$ cat config.mk
export PLATFORM = sky130hd
export DESIGN_NAME = peak_window_scheduler
export DESIGN_NICKNAME = d
export VERILOG_FILES = /design/src/rtl/peak_sched_pkg.sv /design/src/rtl/peak_window_scheduler_cmp_swap.sv /design/src/rtl/peak_window_scheduler.sv
export SDC_FILE = /design/constraint.sdc
export NUM_CORES = 1
export LEC_CHECK = 0
export ABC_AREA = 1
export CAP_MARGIN = 20
export CORE_UTILIZATION = 50
export DETAILED_ROUTE_END_ITERATION = 7
export MAX_ROUTING_LAYER = met4
export PLACE_DENSITY = 0.8
export SETUP_SLACK_MARGIN = 0.02
export SLEW_MARGIN = 40
export SYNTH_ARGS = -nofsm -noshare
export SYNTH_HDL_FRONTEND = slang
export SYNTH_SLANG_ARGS = --single-unit
export TNS_END_PERCENT = 30
$ cat constraint.sdc
create_clock -name clk -period 3.51 [get_ports clk]
set_clock_uncertainty 0.2 [all_clocks]
set_input_delay 0.351 -clock clk [delete_from_list [all_inputs] [get_ports clk]]
set_output_delay 0.351 -clock clk [all_outputs]
set_load 0.03 [all_outputs]
$ cat src/rtl/peak_sched_pkg.sv
// Shared types for the peak-window scheduler: window record, FSM states and
// the slot-search helper used when picking the next window to issue.
package peak_sched_pkg;

    localparam int POS_W      = 8;
    localparam int N_WIN      = 3;
    localparam int SORT_STEPS = 3;

    typedef struct packed {
        logic [POS_W-1:0] start_pos;
        logic [POS_W-1:0] end_pos;
        logic [POS_W-1:0] max_pos;
        logic [1:0]       src;
    } window_t;

    typedef enum logic [2:0] {
        ST_IDLE,
        ST_LOAD,
        ST_SORT,
        ST_ISSUE,
        ST_DONE
    } state_t;

    function automatic logic win_in_range(input window_t w);
        return (w.start_pos <= w.max_pos) && (w.max_pos <= w.end_pos);
    endfunction

    // Returns {found, index} of the lowest set mask bit at or above 'from'.
    function automatic logic [2:0] next_valid(input logic [2:0] mask, input logic [2:0] from);
        logic [2:0] r;
        r = 3'b000;
        if ((from <= 3'd2) && mask[2]) r = 3'b110;
        if ((from <= 3'd1) && mask[1]) r = 3'b101;
        if ((from == 3'd0) && mask[0]) r = 3'b100;
        return r;
    endfunction

endpackage

$ cat src/rtl/peak_window_scheduler_cmp_swap.sv
// Stable compare-swap of two windows by max position: the pair is exchanged
// only when the lower slot's max is strictly greater.
module peak_cmp_swap
    import peak_sched_pkg::*;
(
    input  window_t a,
    input  window_t b,
    output window_t lo,
    output window_t hi
);

    logic swap;

    assign swap = a.max_pos > b.max_pos;
    assign lo   = swap ? b : a;
    assign hi   = swap ? a : b;

endmodule

$ cat src/rtl/peak_window_scheduler.sv
// Latches a frame of three peak windows, orders them (sorted or fixed 2,1,3)
// and issues them over valid/ready. Optional macro: PEAK_SCHED_VALID_CHECK_EN.
module peak_window_scheduler
    import peak_sched_pkg::*;
(
    input  logic             clk,
    input  logic             rst,
    input  logic             frame_valid,
    output logic             frame_ready,
    input  logic             frequency_mode,
    input  logic [POS_W-1:0] start_position_1,
    input  logic [POS_W-1:0] start_position_2,
    input  logic [POS_W-1:0] start_position_3,
    input  logic [POS_W-1:0] end_position_1,
    input  logic [POS_W-1:0] end_position_2,
    input  logic [POS_W-1:0] end_position_3,
    input  logic [POS_W-1:0] max_position_1,
    input  logic [POS_W-1:0] max_position_2,
    input  logic [POS_W-1:0] max_position_3,
    input  logic             abort,
    output logic             win_valid,
    input  logic             win_ready,
    output logic [POS_W-1:0] win_start,
    output logic [POS_W-1:0] win_end,
    output logic [POS_W-1:0] win_max,
    output logic [1:0]       win_src,
    output logic [1:0]       win_idx,
    output logic             win_last,
    output logic             frame_done,
    output logic             busy
);

    state_t                  state, state_n;
    window_t [N_WIN-1:0]     slots, slots_n;
    logic                    mode_q, mode_n;
    logic [1:0]              step, step_n;
    logic [1:0]              ptr, ptr_n;
    logic [1:0]              cmp_lo;
    logic [N_WIN-1:0]        ok, ok_n;
    logic [2:0]              first_n, after_cur, after_n;
    window_t                 cmp_a, cmp_b, cmp_lo_w, cmp_hi_w;
    logic                    accept;

    assign accept = frame_valid && frame_ready;

    // One comparator serves all sort steps: step 1 works on slots (1,2), others on (0,1).
    assign cmp_lo = (step == 2'd1) ? 2'd1 : 2'd0;
    assign cmp_a  = slots[cmp_lo];
    assign cmp_b  = slots[cmp_lo + 2'd1];

    peak_cmp_swap u_cmp (
        .a  (cmp_a),
        .b  (cmp_b),
        .lo (cmp_lo_w),
        .hi (cmp_hi_w)
    );

    always_comb begin
        slots_n = slots;
        mode_n  = mode_q;
        step_n  = step;
        case (state)
            ST_IDLE: begin
                if (accept) begin
                    slots_n[0] = '{start_pos: start_position_1, end_pos: end_position_1,
                                   max_pos: max_position_1, src: 2'd1};
                    slots_n[1] = '{start_pos: start_position_2, end_pos: end_position_2,
                                   max_pos: max_position_2, src: 2'd2};
                    slots_n[2] = '{start_pos: start_position_3, end_pos: end_position_3,
                                   max_pos: max_position_3, src: 2'd3};
                    mode_n     = frequency_mode;
                end
            end
            ST_LOAD: begin
                step_n = 2'd0;
                if (!mode_q) begin
                    slots_n[0] = slots[1];
                    slots_n[1] = slots[0];
                end
            end
            ST_SORT: begin
                slots_n[cmp_lo]        = cmp_lo_w;
                slots_n[cmp_lo + 2'd1] = cmp_hi_w;
                step_n                 = step + 2'd1;
            end
            default: ;
        endcase
    end

    always_comb begin
        ok   = '1;
        ok_n = '1;
`ifdef PEAK_SCHED_VALID_CHECK_EN
        for (int i = 0; i < N_WIN; i++) begin
            ok[i]   = win_in_range(slots[i]);
            ok_n[i] = win_in_range(slots_n[i]);
        end
`endif
    end

    assign first_n   = next_valid(ok_n, 3'd0);
    assign after_cur = next_valid(ok, {1'b0, ptr} + 3'd1);
    assign after_n   = next_valid(ok_n, {1'b0, ptr_n} + 3'd1);

    // Leaving LOAD/SORT jumps straight to DONE when no slot is eligible for issue.
    always_comb begin
        state_n = state;
        ptr_n   = ptr;
        case (state)
            ST_IDLE: begin
                if (accept) state_n = ST_LOAD;
            end
            ST_LOAD: begin
                if (mode_q) begin
                    state_n = ST_SORT;
                end else if (first_n[2]) begin
                    state_n = ST_ISSUE;
                    ptr_n   = first_n[1:0];
                end else begin
                    state_n = ST_DONE;
                end
            end
            ST_SORT: begin
                if (step == 2'(SORT_STEPS - 1)) begin
                    if (first_n[2]) begin
                        state_n = ST_ISSUE;
                        ptr_n   = first_n[1:0];
                    end else begin
                        state_n = ST_DONE;
                    end
                end
            end
            ST_ISSUE: begin
                if (win_valid && win_ready) begin
                    if (after_cur[2]) ptr_n = after_cur[1:0];
                    else              state_n = ST_DONE;
                end
            end
            ST_DONE: state_n = ST_IDLE;
            default: state_n = ST_IDLE;
        endcase
        if (abort && (state != ST_IDLE)) state_n = ST_IDLE;
    end

    always_ff @(posedge clk) begin
        if (rst) begin
            state  <= ST_IDLE;
            slots  <= '0;
            mode_q <= 1'b0;
            step   <= 2'd0;
            ptr    <= 2'd0;
        end else begin
            state  <= state_n;
            slots  <= slots_n;
            mode_q <= mode_n;
            step   <= step_n;
            ptr    <= ptr_n;
        end
    end

    // Outputs are registered from next-state values so they line up with the state register.
    always_ff @(posedge clk) begin
        if (rst) begin
            frame_ready <= 1'b0;
            busy        <= 1'b0;
            frame_done  <= 1'b0;
            win_valid   <= 1'b0;
            win_start   <= '0;
            win_end     <= '0;
            win_max     <= '0;
            win_src     <= 2'd0;
            win_idx     <= 2'd0;
            win_last    <= 1'b0;
        end else begin
            frame_ready <= (state_n == ST_IDLE);
            busy        <= (state_n != ST_IDLE);
            frame_done  <= (state_n == ST_DONE);
            win_valid   <= (state_n == ST_ISSUE);
            if (state_n == ST_ISSUE) begin
                win_start <= slots_n[ptr_n].start_pos;
                win_end   <= slots_n[ptr_n].end_pos;
                win_max   <= slots_n[ptr_n].max_pos;
                win_src   <= slots_n[ptr_n].src;
                win_idx   <= ptr_n;
                win_last  <= !after_n[2];
            end else begin
                win_start <= '0;
                win_end   <= '0;
                win_max   <= '0;
                win_src   <= 2'd0;
                win_idx   <= 2'd0;
                win_last  <= 1'b0;
            end
        end
    end

endmodule
==> metrics, run 1 <==
outcome=finished, violations left; failing checks=design-rule violations; Routed WL=31900 um; worst-skew pair later-pin latency=0.43 ns; Synth-to-Final Area Change=24.2%; Core Area=18000 um^2; post-DP HPWL=a little over 20000 um; Die Y=around 140 um; Seq pwr share=16.8%; Hold Path End=ptr[1]; RSZ-0062 raised after global routing=true; DR vias=11500; Worst R2R Setup Slack=0.27 ns; initial antenna violation count=0; P_sw=between 0.006 and 0.007 W; global-route wire length before repair=50400 um; Post-synth top flop=dfxtp_1; Crit Path Max Fanout=16; Leakage=4.99 nW; hold path cells=2; CTS buffer count=17; number of cell rows=49; Distinct cells, synth=32; Clock power frac=approximately 15%; Critical Path AT=3.34 ns; crit path launch type=flip-flop; max-slew violation count=0; power share of the combinational group=67.8%; fill cell count=about 1700; Post-synth EDFFs=0; Vias/cell=5.86; fin nets=~1800; worst-margin pin slew=0.892 ns; area of the die=roughly 19000 um^2; pin count of the biggest net entering global routing=79; met3 GRT Util=5.81%; wire per inst=16.2 um; placer's final routability congestion estimate=between 0.9 and 1; CTS Root Cell=clkbuf_16; worst hold slack=0.0989 ns; synthesized cell area=9200 um^2; count leader, synth=nand2_1; post-synthesis register bit count=119; Die Width=138 um; boundary pin count=111; Mapped Nets=1729; Pint=0.00584 W; Setup crit end kind=flip-flop; final hold violations=0; share of cells above drive strength 1=between 7 and 8%; syn avg cell area=5.62 um^2; Num Clock Sinks=119; total global routing overflow=0; starting density of the core=~51%; area taken by multi-input logic gates=slightly below 6000 um^2; Synth area leaders=dfxtp_1 26%, nand2_1 22%, nand3_1 13%; Worst Setup Path Type=flip-flop to flip-flop; largest area contributor in the netlist=dfxtp_1; setup_tns=0 ns; top cell type's share of synthesized area=25.9%; total track usage=between 30% and 40%; H-Tree Level Count=4; FFs w/ async S/R, synth=0%; clk buf depth=2; drt pass-1 iters=8; MaxCap Viol Count=0; met1 Use GR=43.5%; Peak VDD IR=1.30 mV; R2R cell count=20; Mapped Cells=~1600; reg2reg end=win_max[7]; register area=2380 um^2; global routing met2 resource utilization=55.6%; warnings from Yosys=0; final worst path period share=92.3%; clock slew at reported path FFs=0.06 ns; DRT antenna net count=0; Top Usage Layer GRT=met2; sequential area share after synthesis=25.9%; buffers added on ports=110; # DRC=2; HP Class=input pin to flip-flop; Sw Ratio=52.9%; worst hold start=rst; most frequent cells after synthesis=537 x nand2_1, 240 x nand3_1, 158 x nor2_1; Iter 0 DRT Violations=1538; WP data required=3.61 ns; # setup viols final=0; Tmin final=3.24 ns; Reg-to-Reg Start=step[1]; Power, Total=0.0124 W; f_max=309 MHz; TritonCTS clock tree=done; pwr dens=1090 nW/um^2; post-route setup slack=0.269 ns; Post-Place Worst Slack=a little over 0.04 ns; slew margin rel.=between 40 and 50%; vias in the first global route=10600; antenna cells=0
## power groups by stage
stage	sequential, W	clock (W)	combinational [W]
CTS	0.00206	0.00192	0.00800
global route	0.00212	0.00197	0.00927
finish	0.00208	0.00191	0.00841
detailed placement	0.00208	0	0.00787
global placement	0.00207	0	0.00777
floorplan	0.00205	0	0.00565
## per-layer routing
metal	share of wire, %	up-vias
met3	12	114
li1	-	5536
met1	40	5070
met4	3.3	0
met2	45	795
met5	0	-
## flip-flops by register name, summed over array words and instances, names as in the netlist, 2 cells and up
register,flops
ptr,2
slots,78
state,3
step,2
win_end,8
win_idx,2
win_max,8
win_src,2
win_start,8
## what timing repair did
action	4_1_cts	5_1_grt
gates resized for setup	1	21
endpoints found under the setup margin	5	66
setup buffers	1	3
pin swaps	1	5
hold buffers	0	0
## metrics by stage
step                      std cells  cell area, um^2  util, %
after CTS                      1961            11300     63.0
after global routing           1964            11400     63.6
after global placement         1928            10700     59.4
after floorplan                1636             9200        -
after detailed placement       1928            10700     59.4
final                          1964            11400     63.6
## cells in the final DEF, fill, tap and decap left out, drive strengths merged, types with 3 or more instances in the layout
cell type / Yosys / final
clkinv: 0 / 6
ha: 15 / 15
clkdlybuf4s50: 0 / 109
o21ai: 128 / 128
a221oi: 6 / 6
a31oi: 27 / 27
inv: 149 / 148
bufinv: 0 / 4
nor4: 3 / 3
clkbuf: 63 / 23
nand3: 240 / 240
a211oi: 19 / 19
buf: 42 / 63
o211ai: 10 / 10
nor2: 163 / 163
o221ai: 7 / 7
dfxtp: 119 / 119
nand2: 540 / 540
nand4: 5 / 5
o22ai: 5 / 5
a21oi: 89 / 89
## how the worst max path moves through the flow
stage | slack [ns] | endpoint | cells after the start | startpoint
final | 0.27 | win_max[7] | 20 | step[1]
after global routing | -0.01 | win_start[3] | 24 | step[0]
after CTS | 0.06 | win_end[4] | 22 | step[1]
after detailed placement | 0.04 | win_end[7] | 22 | step[1]
after global placement | 0.17 | win_end[7] | 20 | step[1]
after floorplan | 0.39 | win_max[7] | 24 | step[1]
## critical path: stages, from the launching register on
cell	delay [ns]
dfxtp_1	0.36
inv_2	0.08
ha_4	0.17
inv_4	0.16
o21ai_0	0.10
o21ai_0	0.28
inv_1	0.08
ha_1	0.30
nand2_1	0.07
nor2_2	0.13
nand4_1	0.13
buf_4	0.18
buf_4	0.19
nand3_1	0.12
nand3_1	0.12
nand2_2	0.13
nand3_1	0.07
nand2_1	0.07
nand2_1	0.06
nor2_1	0.08
nor2_1	0.04
## layout make-up
class | instances | area share [%]
multi-input cells | 1263 | 51.5
flip-flops and latches | 119 | 20.9
repair buffers | 172 | 14.7
inverters | 149 | 4.93
clock buffers | 23 | 4.27
well taps | 229 | 2.51
clock inverters | 9 | 1.27
## cells by family after synthesis
family / after synthesis / share of synthesized area [%]
compound gates: 294 / 17.9
fa+ha+maj: 15 / 2.04
buf+inv: 254 / 10.9
flops: 119 / 25.9
simple gates: 954 / 43.2
(Power assumes the default switching activity.)
==> inputs of run 2 (changes only) <==
Clock period 3.51 ns to 3.9 ns, I/O delays scaled along.
==> run 2 against run 1 <==
The flow now finishes without violations. Register-to-register slack better by 0.06 ns. Maximum frequency is 9.4% lower. Final cell count is 0.87% lower. Setup slack better by 0.055 ns. Total power is 14% lower. Worst hold slack better by 0.22 ns.
==> metrics, run 2 (same netlist as run 1, synthesis figures left out) <==
share of cells above drive strength 1=5.94%; Critical Path AT=roughly 3.7 ns; placer's final routability congestion estimate=0.937; Num Clock Sinks=119; Die Width=138 um; number of cell rows=49; outcome=finished, final reports clean; global-route wire length before repair=between 40000 and 50000 um; area of the die=between 15000 and 20000 um^2; clk buf depth=2; H-Tree Level Count=4; Worst Setup Path Type=flip-flop to flip-flop; DR vias=11500; TritonCTS clock tree=done; initial antenna violation count=0; Crit Path Max Fanout=18; Routed WL=32300 um; reg2reg end=win_start[1]; Reg-to-Reg Start=step[0]; worst hold start=slots[76]; CTS buffer count=17; R2R cell count=21; # DRC=0; pwr dens=956 nW/um^2; max reg flops=78; post-DP HPWL=20200 um; vias in the first global route=10200; Peak VDD IR=roughly 1.2 mV; Iter 0 DRT Violations=1647; total global routing overflow=0; crit path launch type=flip-flop; HP Class=flip-flop to flip-flop; WP data required=~4 ns; MaxCap Viol Count=0; worst-skew pair later-pin latency=0.43 ns; commonest non-fill, non-tap cell in the layout=nand2_1; most flop-heavy register=slots; Setup crit end kind=flip-flop; Synth-to-Final Area Change=21.3%; DRT antenna net count=0; fill cell count=approximately 1700; drt pass-1 iters=6; worst-margin pin slew=0.920 ns; Vias/cell=approximately 6; final hold violations=0; wire per inst=16.6 um; slew margin rel.=38.6%; Core Area=about 18000 um^2; hold path cells=2; f_max=280 MHz; Leakage=between 4 and 5 nW; clock slew at reported path FFs=0.06 ns; commonest cells after routing, fill and taps aside=537 x nand2_1, 240 x nand3_1, 157 x nor2_1; fin nets=between 1500 and 2000; Hold Path End=slots[76]; boundary pin count=around 110; RSZ-0062 raised after global routing=false; Tmin final=between 3 and 4 ns; final worst path period share=91.7%; total track usage=35.1%; setup_tns=0 ns; antenna cells=0; pin count of the biggest net entering global routing=79; # setup viols final=0; Power, Total=0.0107 W; post-layout util=62.1%; buffers added on ports=110; Worst R2R Setup Slack=approximately 0.32 ns; max-slew violation count=0; worst hold slack=0.317 ns; Die Y=138 um; CTS Root Cell=clkbuf_16; starting density of the core=51.2%
[run 2: how the worst max path moves through the flow]
stage                 start            to  slack (ns)  cells after the start
detailed placement  step[0]    win_end[5]        0.46                     22
global route        step[1]    win_end[5]        0.03                     25
CTS                 step[0]  win_start[1]        0.38                     21
global placement    step[0]    win_end[5]        0.56                     23
finish              step[0]  win_start[1]        0.32                     21
floorplan           step[1]    win_max[7]        0.78                     24
[run 2: metal layers]
layer / up-vias / GRT usage [%] / routed length, um
li1: 5512 / - / -
met1: 5153 / 44.3 / 13100
met2: 682 / 54.5 / 14600
met3: 106 / 6.40 / 3610
met4: 0 / 15.3 / 954
met5: - / - / 0
[run 2: cell type report]
cell class	count	area (um^2)	share of cell area (%)
multi-input cells	1263	5830	52.2
flip-flops and latches	119	2380	21.4
repair buffers	155	1480	13.3
inverters	149	559	5.02
clock buffers	23	468	4.20
well taps	229	287	2.57
clock inverters	9	148	1.32
[run 2: where the power goes]
group	internal [W]	switching [W]	total (W)
Sequential	0.00158	0.000294	0.00187
Combinational	0.00221	0.00488	0.00709
Clock	0.00110	0.000593	0.00169
Total	0.00489	0.00577	0.0107
[run 2: critical path, cell delays in order (launching register included)]
cell and delay (ns):
dfxtp_1 0.44, ha_2 0.24, inv_2 0.13, buf_4 0.20, nand2_1 0.08, o21ai_0 0.08, o21ai_1 0.23, inv_1 0.08
ha_1 0.28, nand2_1 0.05, nor2_1 0.12, nand4_1 0.18, nand2_1 0.16, buf_4 0.26, nand2_1 0.10, nand3_1 0.08
nand2_1 0.11, nand3_1 0.11, nand2_1 0.07, nand2_1 0.11, inv_2 0.04, a21oi_1 0.16
[run 2: stage by stage]
stage                     instance area (um^2)  setup WS, ns  instances
after floorplan                           9200         0.776       1636
after global placement                   10500         0.563       1913
after detailed placement                 10500         0.464       1913
after CTS                                11100         0.381       1946
after global routing                     11200        0.0317       1947
final                                    11200         0.324       1947
[run 2: repair_timing]
| action | in CTS | in global routing |
|---|---|---|
| hold buffers | 1 | 0 |
| setup endpoints to repair | 0 | 1 |
| resized for setup | 0 | 1 |
| setup buffers | 0 | 1 |
| endpoints found under the hold margin | 1 | 0 |
==> inputs of run 3 (changes only) <==
Settings changed: CORE_ASPECT_RATIO from default to 1.2.
==> run 3 against run 2 <==
First-iteration DRC count shrank 24%. Non-clock buffer count shrank 1. Critical endpoint is now win_max[0]. Maximum frequency shrank 2.2%. Combinational power is essentially flat. Highest routed layer unchanged.
==> metrics, run 3 (same netlist as run 1, synthesis figures left out) <==
commonest cells after routing, fill and taps aside=537 x nand2_1, 240 x nand3_1, 158 x nor2_1; met1 Use GR=39.7%; WP data required=roughly 4 ns; post-DP HPWL=20800 um; pwr dens=roughly 960 nW/um^2; vias in the first global route=10600; CP top delay family=simple AND/OR/NAND/NOR gates; DRT antenna net count=0; setup_tns=0 ns; crit-path cells=inv_1, ha_2, inv_2, buf_12, o21ai_0, nand2_1, inv_1, ha_1, nand2_1, nor2_1, nand4_1, nand2_1, buf_6, nand2_1, nand3_1, nand2_1, nand3_1, nand2_1, nand2_1, inv_1, a21oi_1; Top Usage Layer GRT=met2; fill cell count=approximately 1700; H-Tree Level Count=4; most flop-heavy register=slots; Die Y=151 um; TritonCTS clock tree=done; commonest non-fill, non-tap cell in the layout=nand2_1; global-route wire length before repair=51000 um; Peak VDD IR=1.08 mV; initial antenna violation count=0; DR vias=11300; MaxCap Viol Count=0; Setup Fix Bufs, Post-CTS=0; Leakage=4.86 nW; Num Clock Sinks=between 100 and 150; # setup viols final=0; Critical Path AT=3.81 ns; share of cells above drive strength 1=6.06%; final hold violations=0; starting density of the core=51.7%; CTS buffer count=17; post-route setup slack=0.244 ns; antenna cells=0; clock slew at reported path FFs=roughly 0.060 ns; Iter 0 DRT Violations=between 1000 and 1500; placer's final routability congestion estimate=0.924; worst-skew pair later-pin latency=0.42 ns; CTS Root Cell=clkbuf_16; crit path launch type=flip-flop; area of the die=18900 um^2; slowest stage delay, CP=~0.35 ns; slew margin rel.=39.2%; Routed WL=31700 um; f_max=around 270 MHz; cell mode on critical path=nand2_1; worst-margin pin slew=about 0.91 ns; Worst Setup Path Type=flip-flop to flip-flop; outcome=finished, final reports clean; Synth-to-Final Area Change=21.6%; clk buf depth=2; pin count of the biggest net entering global routing=79; Die Width=roughly 130 um; wire per inst=16.4 um; fin nets=1797; area taken by multi-input logic gates=5820 um^2; Setup crit end kind=flip-flop; max reg flops=78; Post-Place Worst Slack=around 0.37 ns; worst path buffer plus inverter count=6; register area=2380 um^2; worst hold slack=0.298 ns; total global routing overflow=0; Crit-path slowest cell=dfxtp_1; Core Area=17800 um^2; RSZ-0062 raised after global routing=false; boundary pin count=roughly 110; met3 GRT Util=4.12%; Crit Path Max Fanout=34; max-slew violation count=0; # DRC=0; global routing met2 resource utilization=between 50% and 60%; total track usage=34.9%; HP Class=flip-flop to flip-flop; Vias/cell=5.86; number of cell rows=53; drt pass-1 iters=6; final worst path period share=93.7%; Tmin final=about 3.7 ns; buffers added on ports=110
-- run 3: cell count changes in the layout (fill, tap and decap cells not counted), sizes merged --
cell | before | now
clkbuf | 23 | 18
clkinvlp | 1 | 3
bufinv | 4 | 5
buf | 45 | 44
clkinv | 4 | 6
-- run 3: routing by layer --
| layer | wire length (um) | vias up |
|---|---|---|
| li1 | - | 5511 |
| met1 | 12200 | 5062 |
| met2 | 14800 | 636 |
| met3 | 2820 | 139 |
| met4 | 1910 | 0 |
| met5 | 0 | - |
-- run 3: report_power, final --
part           internal, W  total [W]  switching (W)  leakage, nW
Sequential         0.00158    0.00188       0.000299        0.970
Clock              0.00113    0.00174       0.000610        0.305
Combinational      0.00225    0.00711        0.00486         3.58
Total              0.00496     0.0107        0.00577         4.86
-- run 3: final cells by class --
type                    count  share of cell area [%]
repair buffers            154                    13.4
inverters                 149                    5.00
well taps                 220                    2.46
flip-flops and latches    119                    21.3
multi-input cells        1263                    52.1
clock buffers              18                    3.84
clock inverters            14                    1.85
-- run 3: what timing repair did --
| action | CTS | global route |
|---|---|---|
| hold buffers | 1 | 0 |
| hold endpoints to repair | 1 | 0 |
| resized for setup | 0 | 3 |
| endpoints found under the setup margin | 0 | 10 |
-- run 3: path summary, 6_finish.rpt --
path	from	end	slack, ns	depth (start not counted)
setup / recovery	step[1]	win_max[0]	0.24	21
hold / removal	step[0]	step[0]	0.30	1
setup reg to reg	step[1]	win_max[0]	0.24	21
hold reg to reg	step[0]	step[0]	0.30	1
-- run 3: per-stage QoR --
step / std cells / utilization (%) / cell area (um^2) / power [W]
after floorplan: 1636 / - / 9200 / 0.00693
after global placement: 1904 / 59.2 / 10500 / 0.00865
after detailed placement: 1904 / 59.2 / 10500 / 0.00874
after CTS: 1937 / 62.9 / 11200 / 0.0105
after global routing: 1937 / 62.9 / 11200 / 0.0116
final: 1937 / 62.9 / 11200 / 0.0107
